<file path="src/rtl/uart_vram_pkg.sv">
// Shared constants and types for the UART-to-VRAM loader.
package uart_vram_pkg;

   localparam int BYTE_W    = 8;
   localparam int MODE_STOP = 0;   // pointer parks on the last address, later words dropped
   localparam int MODE_WRAP = 1;   // pointer rolls over to address 0

   typedef enum logic {
      ST_COLLECT = 1'b0,
      ST_WRITE   = 1'b1
   } state_e;

endpackage

</file>
<file path="src/rtl/uart_vram_loader_if.sv">
// Byte-in / VRAM-write-out bundle of the loader. The byte source and the
// VRAM master side use the master modport; the loader itself uses slave.
interface uart_vram_loader_if
   import uart_vram_pkg::*;
#(
   parameter int ADDR_W         = 10,
   parameter int BYTES_PER_WORD = 2
);

   logic [BYTE_W-1:0]                RX_DATA;
   logic                             RX_VALID;
   logic                             ADDR_LOAD;
   logic [ADDR_W-1:0]                ADDR_IN;
   logic                             WR_EN;
   logic [ADDR_W-1:0]                WR_ADDR;
   logic [BYTE_W*BYTES_PER_WORD-1:0] WR_DATA;
   logic                             FULL;
   logic                             DROPPED;

   modport master (
      output RX_DATA, RX_VALID, ADDR_LOAD, ADDR_IN,
      input  WR_EN, WR_ADDR, WR_DATA, FULL, DROPPED
   );

   modport slave (
      input  RX_DATA, RX_VALID, ADDR_LOAD, ADDR_IN,
      output WR_EN, WR_ADDR, WR_DATA, FULL, DROPPED
   );

endinterface

</file>
<file path="src/rtl/rx_idle_timer.sv">
// Counts idle clocks while a partial word is pending and flags expiry.
// expired is high during the TIMEOUT_CYCLES-th idle clock, so the owner
// discards the partial word on the edge that completes that idle period.
module rx_idle_timer #(
   parameter int TIMEOUT_CYCLES = 50000
) (
   input  logic CLK,
   input  logic RST_N,
   input  logic clear,
   input  logic run,
   output logic expired
);

   localparam int CNT_W = $clog2(TIMEOUT_CYCLES + 1);

   logic [CNT_W-1:0] cnt_q;

   assign expired = run && !clear && (cnt_q == CNT_W'(TIMEOUT_CYCLES - 1));

   // Idle counter: restarts on activity, on expiry and whenever nothing is pending.
   // NOTE: clocked state uses non-blocking assignments so every register samples pre-edge values.
   always_ff @(posedge CLK or negedge RST_N) begin
      if (!RST_N) begin
         cnt_q <= '0;
      end else if (clear || expired || !run) begin
         cnt_q <= '0;
      end else begin
         cnt_q <= cnt_q + 1'b1;
      end
   end

endmodule

</file>
<file path="src/rtl/uart_vram_loader.sv">
// Packs received UART bytes big-endian into words and writes them to VRAM
// at an auto-incrementing pointer. WR_DATA[15:0] drives the 7-seg display.
module uart_vram_loader
   import uart_vram_pkg::*;
#(
   parameter int BYTES_PER_WORD = 2,
   parameter int ADDR_W         = 10,
   parameter int WRAP_MODE      = MODE_WRAP,
   parameter int TIMEOUT_CYCLES = 50000
) (
   input  logic               CLK,
   input  logic               RST_N,
   uart_vram_loader_if.slave  bus
);

   localparam int                WORD_W    = BYTE_W * BYTES_PER_WORD;
   localparam int                CNT_W     = $clog2(BYTES_PER_WORD + 1);
   localparam logic [CNT_W-1:0]  LAST_BYTE = CNT_W'(BYTES_PER_WORD - 1);
   localparam logic [ADDR_W-1:0] ADDR_MAX  = '1;

   state_e              state_q;
   logic [ADDR_W-1:0]   ptr_q, ptr_d;
   logic                full_q, full_d;
   logic [CNT_W-1:0]    cnt_q, cnt_base;
   logic [WORD_W-1:0]   shift_q, word_d;
   logic                wr_en_q;
   logic [ADDR_W-1:0]   wr_addr_q;
   logic [WORD_W-1:0]   wr_data_q;
   logic                dropped_q;
   logic                expired;
   logic                word_done;
   logic                drop_word;

   rx_idle_timer #(
      .TIMEOUT_CYCLES (TIMEOUT_CYCLES)
   ) u_idle_timer (
      .CLK     (CLK),
      .RST_N   (RST_N),
      .clear   (bus.RX_VALID || bus.ADDR_LOAD),
      .run     (cnt_q != '0),
      .expired (expired)
   );

   // Pointer/full after this edge and whether the incoming byte closes a word.
   // A write leaves WRITE with pointer+1 unless ADDR_LOAD overrides it; the
   // resulting pointer is also the address of a word completing this cycle.
   // Old bytes need no clearing: exactly BYTES_PER_WORD shifts push them out.
   // NOTE: every always_comb output gets a default first so no latch is inferred.
   always_comb begin
      cnt_base  = (bus.ADDR_LOAD || expired) ? '0 : cnt_q;
      word_d    = (shift_q << BYTE_W) | WORD_W'(bus.RX_DATA);
      word_done = bus.RX_VALID && (cnt_base == LAST_BYTE);
      ptr_d     = ptr_q;
      full_d    = full_q;
      if (bus.ADDR_LOAD) begin
         ptr_d  = bus.ADDR_IN;
         full_d = 1'b0;
      end else if (state_q == ST_WRITE) begin
         if (WRAP_MODE == MODE_WRAP || ptr_q != ADDR_MAX) begin
            ptr_d = ptr_q + 1'b1;
         end else begin
            full_d = 1'b1;
         end
      end
      drop_word = word_done && full_d;
   end

   // COLLECT/WRITE FSM with registered write strobe, address and data.
   always_ff @(posedge CLK or negedge RST_N) begin
      if (!RST_N) begin
         state_q   <= ST_COLLECT;
         ptr_q     <= '0;
         full_q    <= 1'b0;
         cnt_q     <= '0;
         shift_q   <= '0;
         wr_en_q   <= 1'b0;
         wr_addr_q <= '0;
         wr_data_q <= '0;
         dropped_q <= 1'b0;
      end else begin
         ptr_q     <= ptr_d;
         full_q    <= full_d;
         dropped_q <= dropped_q || expired || drop_word;
         if (bus.RX_VALID) begin
            shift_q <= word_d;
            cnt_q   <= word_done ? '0 : cnt_base + 1'b1;
         end else begin
            cnt_q   <= cnt_base;
         end
         state_q <= ST_COLLECT;
         wr_en_q <= 1'b0;
         if (word_done && !full_d) begin
            state_q   <= ST_WRITE;
            wr_en_q   <= 1'b1;
            wr_addr_q <= ptr_d;
            wr_data_q <= word_d;
         end
      end
   end

   assign bus.WR_EN   = wr_en_q;
   assign bus.WR_ADDR = wr_addr_q;
   assign bus.WR_DATA = wr_data_q;
   assign bus.FULL    = full_q;
   assign bus.DROPPED = dropped_q;

endmodule

</file>
<file path="src/flat_wrapper.sv">
// flat-port wrapper written by rule: the top's interface ports become plain ports
module uart_vram_loader_flat import uart_vram_pkg::*;
#(
   parameter int BYTES_PER_WORD = 2,
   parameter int ADDR_W         = 10,
   parameter int WRAP_MODE      = MODE_WRAP,
   parameter int TIMEOUT_CYCLES = 50000
)
  (CLK, RST_N, bus_RX_DATA, bus_RX_VALID, bus_ADDR_LOAD, bus_ADDR_IN, bus_WR_EN, bus_WR_ADDR, bus_WR_DATA, bus_FULL, bus_DROPPED);
  uart_vram_loader_if #(.ADDR_W(ADDR_W), .BYTES_PER_WORD(BYTES_PER_WORD)) bus_i ();
  input  logic CLK;
  input  logic RST_N;
  input wire logic [$bits(bus_i.RX_DATA)-1:0] bus_RX_DATA;
  input wire logic [$bits(bus_i.RX_VALID)-1:0] bus_RX_VALID;
  input wire logic [$bits(bus_i.ADDR_LOAD)-1:0] bus_ADDR_LOAD;
  input wire logic [$bits(bus_i.ADDR_IN)-1:0] bus_ADDR_IN;
  output wire logic [$bits(bus_i.WR_EN)-1:0] bus_WR_EN;
  output wire logic [$bits(bus_i.WR_ADDR)-1:0] bus_WR_ADDR;
  output wire logic [$bits(bus_i.WR_DATA)-1:0] bus_WR_DATA;
  output wire logic [$bits(bus_i.FULL)-1:0] bus_FULL;
  output wire logic [$bits(bus_i.DROPPED)-1:0] bus_DROPPED;
  assign bus_i.RX_DATA = bus_RX_DATA;
  assign bus_i.RX_VALID = bus_RX_VALID;
  assign bus_i.ADDR_LOAD = bus_ADDR_LOAD;
  assign bus_i.ADDR_IN = bus_ADDR_IN;
  assign bus_WR_EN = bus_i.WR_EN;
  assign bus_WR_ADDR = bus_i.WR_ADDR;
  assign bus_WR_DATA = bus_i.WR_DATA;
  assign bus_FULL = bus_i.FULL;
  assign bus_DROPPED = bus_i.DROPPED;
  uart_vram_loader #(.BYTES_PER_WORD(BYTES_PER_WORD), .ADDR_W(ADDR_W), .WRAP_MODE(WRAP_MODE), .TIMEOUT_CYCLES(TIMEOUT_CYCLES)) u_core (.CLK(CLK), .RST_N(RST_N), .bus(bus_i));
endmodule
</file>
<file path="config.mk">
export PLATFORM = sky130hd
export DESIGN_NAME = uart_vram_loader_flat
export DESIGN_NICKNAME = d
export VERILOG_FILES = /design/src/rtl/uart_vram_pkg.sv /design/src/rtl/uart_vram_loader_if.sv /design/src/rtl/rx_idle_timer.sv /design/src/rtl/uart_vram_loader.sv /design/src/flat_wrapper.sv
export SDC_FILE = /design/constraint.sdc
export NUM_CORES = 1
export LEC_CHECK = 0
export BUFFER_PORTS_ARGS = -buffer_cell sky130_fd_sc_hd__buf_2
export CORE_UTILIZATION = 55
export DETAILED_ROUTE_END_ITERATION = 10
export GPL_TIMING_DRIVEN = 0
export PLACE_DENSITY = 0.82
export RECOVER_POWER = 25
export SYNTH_ARGS = -nofsm -noshare
export SYNTH_HDL_FRONTEND = slang
export SYNTH_SLANG_ARGS = --single-unit
</file>
<file path="constraint.sdc">
create_clock -name CLK -period 2.1 [get_ports CLK]
set_input_delay 0.21 -clock CLK [delete_from_list [all_inputs] [get_ports CLK]]
set_output_delay 0.21 -clock CLK [all_outputs]
set_load 0.02 [all_outputs]
</file>
==> summary.md <==
Detailed placement finished with a half-perimeter wire length of 3330 µm. The count of endpoints failing setup in the final report came out at 0. The overall power is 3.42 mW, and the max capacitance violation total is 0. The number of antenna diodes in the final layout is 0. For this run the aggregate overflow at the end of global routing stands at 0. The final core utilization was 0.697; the total cell area at the placement stage was 3140 µm². Setup repair after global routing left no endpoint under its margin. In this run the clock root is driven by a clkbuf_8.

The final hold violation count is 0, and the width of the die is 73.4 µm. After synthesis the cells add up to 2800 µm². For the worst setup path, the data required time is 2330 ps. The total power divided by cell area works out to 1020 nW/µm². The number of H-tree branching levels came out at 3. The critical path contains buffers and inverters numbering 2 combined.

Counting buffers and inverters, the worst setup path is 5 cells deep. In the final timing run, aggregate negative setup slack is 0 ps. The final wirelength is 5250 µm, and the path depth of the worst reg2reg path is 5.

Leaving out fill and tap cells, the most frequent cell in the layout is dfrtp_1. The top cell types in the final layout, fill and taps aside, are dfrtp_1, mux2_2, clkbuf_1, buf_2, nor2_1. The total via count after detailed routing was 1915; the number of buffers inserted during clock tree synthesis was 9.

STA classifies the critical path endpoint as a flop. The logs give 509 MHz for the maximum operating frequency and 10.1 ps for the worst clock skew. The max-slew violation count is 0. The synthesized design contains 65 register bits. The setup path with the least slack is of type flop to flop. The number of warnings reported in the yosys synthesis log was 0. The floorplan step defined a die boundary enclosing 5390 µm². Dividing the detail-routed via count by the number of cells gives 5.32. The run gives 2200 ps as the arrival time of data at the critical path endpoint.

The worst hold path was traced through 2 stages. The clock passes through at most 2 buffers. The final critical-path share of the clock period works out to 0.935. TritonCTS built the clock tree.

The total routing usage reported by global routing was 0.225; the violation count after the first detailed-route iteration was 123. The post-synthesis cell count was 226; the number of different library cells in the post-synthesis netlist was 31. Element type at the critical path start: a flop.

Initial antenna violation count: 0. The final antenna-violating net count was 0; the fraction of final layout cells sized beyond drive strength 1 was 0.273. The global routing met3 resource utilization is 0.0631.

The total core area is 4820 µm², and the DRC violation count after routing is 0. Clock latency on the worst-skew pair, taken at its later pin, is 350 ps. The flow ran to the end, and the final reports show no timing, DRC or antenna violations. The critical path's largest stage delay was 400 ps; the synthesized area per cell was 12.4 µm². Routability-driven placement finished with a final weighted congestion of 0.806. Along the worst path, the maximum fanout reaches 10. For the leakage power, the log shows 1.41 nW. The critical path startpoint was u_core.cnt_q[1]. Detailed-route wire length per cell: 14.6 µm. The final critical delay including setup and external delays is 1960 ps.

The number of setup buffers added after CTS was 0; the max-slew headroom at the worst pin was 0.475. The number of nets handed over by synthesis was 250. The first global-routing pass estimated 8770 µm of wire. Relative to the synthesized area, the layout overhead comes to 19.7%. The floorplan has 25 rows.

The fraction of the yosys area taken by sequential cells is 0.580, and the worst vdd rail ir drop is 802 µV. The largest individual stage delay along the critical path comes from the cell dfrtp_1. The count of buffers inserted at the top-level ports is 50, and the met1 track utilization from global routing is 0.283. The design area was 3360 µm²; the clock-pin transition on the worst setup and hold timing paths was 80 ps. The run gives 51 as the boundary pin count. The worst hold path belongs to the class input port to flop. The first detailed-routing pass ran for 5 iterations.

The signal on the critical path passes through nor4bb_1 -> nor2b_1 -> buf_2 -> buf_2 -> mux2_2. The met2 usage in global routing was 0.347; the number of global-route vias before repair was 1871. From bottom edge to top edge, the die measures 73.4 µm. Grouping stages by cell kind, the critical path spends the most delay in buffers and inverters. The actual transition at the worst max-transition pin is 787 ps, and the sink count of the clock tree is 65.

The tools report the reg-to-reg critical path startpoint as u_core.cnt_q[1]. The largest net degree at the start of global routing is 66. The startpoint identified for the worst hold timing path is bus_ADDR_IN[8]. The most prevalent standard cell on the critical path is buf_2.

The initial cell density of the core was 0.582. After global routing, the most crowded layer is met2. Number of nets in the finished design: 312.
==> area by class of cell <==
| class | instances | area, µm² |
|---|---|---|
| Clock buffer | 10 | 128 |
| Sequential cell | 65 | 1630 |
| Multi-Input combinational cell | 146 | 1100 |
| Buffer | 8 | 45.0 |
| Fill cell | 364 | 1460 |
| Timing Repair Buffer | 51 | 226 |
| Clock inverter | 6 | 115 |
| Inverter | 7 | 26.3 |
| Tap cell | 67 | 83.8 |
==> repair_timing <==
item / in CTS / in global routing
endpoints found under the hold margin: 65 / 0
setup endpoints to repair: 0 / 0
resized for setup: 0 / 0
hold buffers: 1 / 0
==> per-layer routing <==
layer / wire [µm] / part of all wire / vias up
met4: 124 / 0.024 / 0
met5: 0 / 0 / -
met3: 293 / 0.056 / 14
met2: 2490 / 0.47 / 53
li1: - / - / 915
met1: 2340 / 0.45 / 933
==> sequential cells by signal (all words and copies together) (netlist names) <==
register	count
u_core.bus.DROPPED	1
u_core.bus.FULL	1
u_core.cnt_q	2
u_core.u_idle_timer.cnt_q	16
u_core.ptr_q	10
u_core.bus.WR_ADDR	10
u_core.bus.WR_DATA	16
u_core.shift_q	8
u_core.state_q	1
==> synthesized netlist by cell type <==
master | instances | area (µm²)
inv_1 | 7 | 26.3
a21oi_1 | 4 | 20.0
or3_1 | 3 | 18.8
nand2b_4 | 1 | 13.8
or4b_1 | 1 | 10.0
or4_1 | 1 | 7.51
or4bb_1 | 2 | 22.5
nor2b_1 | 3 | 18.8
dfrtp_1 | 65 | 1630
xnor2_1 | 13 | 114
a2111oi_0 | 1 | 8.76
o31ai_1 | 1 | 7.51
or4_4 | 1 | 11.3
buf_8 | 1 | 15.0
nor4_1 | 4 | 25.0
o21ai_0 | 8 | 40.0
clkbuf_1 | 4 | 15.0
and3_1 | 1 | 6.26
nand3_1 | 5 | 25.0
nand2_1 | 12 | 45.0
nor3_1 | 4 | 20.0
buf_2 | 3 | 15.0
xor2_1 | 7 | 61.3
mux2i_1 | 2 | 20.0
ha_1 | 2 | 25.0
nor4bb_1 | 1 | 10.0
mux2_2 | 38 | 428
nand4_1 | 8 | 50.1
and4_1 | 1 | 8.76
nor2_1 | 21 | 78.8
a211o_1 | 1 | 8.76
==> metrics by stage <==
step	worst slack [ps]	hold WS, ps	cells
after floorplan	262	-85.6	226
after global placement	164	443	343
after detailed placement	155	352	343
after CTS	130	81.1	360
after global routing	25.0	99.8	360
final	136	86.3	360
==> report_power, final <==
part	switching (mW)	total (mW)	internal, mW
Sequential	0.102	1.53	1.43
Clock	0.500	1.29	0.795
Combinational	0.361	0.593	0.231
==> worst reg2reg max path: cells and delay by family, from the launching register on <==
kind                   cells  cell delay [ps]
AND/OR/NAND/NOR            2              500
multiplexers               1              390
flip-flops                 1              400
buffers and inverters      2              560
==> logic make-up (layout without fill, tap and decap cells) <==
family,count (synthesis),in the layout,share of synthesized area
xor+xnor,20,20,0.0625
flops,65,65,0.580
compound gates,15,15,0.0304
buf+inv,15,82,0.0254
simple gates,69,69,0.133
mux,40,40,0.160
fa+ha+maj,2,2,0.00893
==> path summary, 6_finish.rpt <==
path                                          end  slack (ps)
max                        u_core.bus.WR_DATA[15]         140
min                               u_core.ptr_q[8]          90
max reg2reg                u_core.bus.WR_DATA[15]         140
min reg2reg                    u_core.bus.DROPPED         500
max in group asynchronous   u_core.bus.WR_DATA[8]        1100
min in group asynchronous         u_core.ptr_q[8]         490
(Power assumes the default switching activity.)
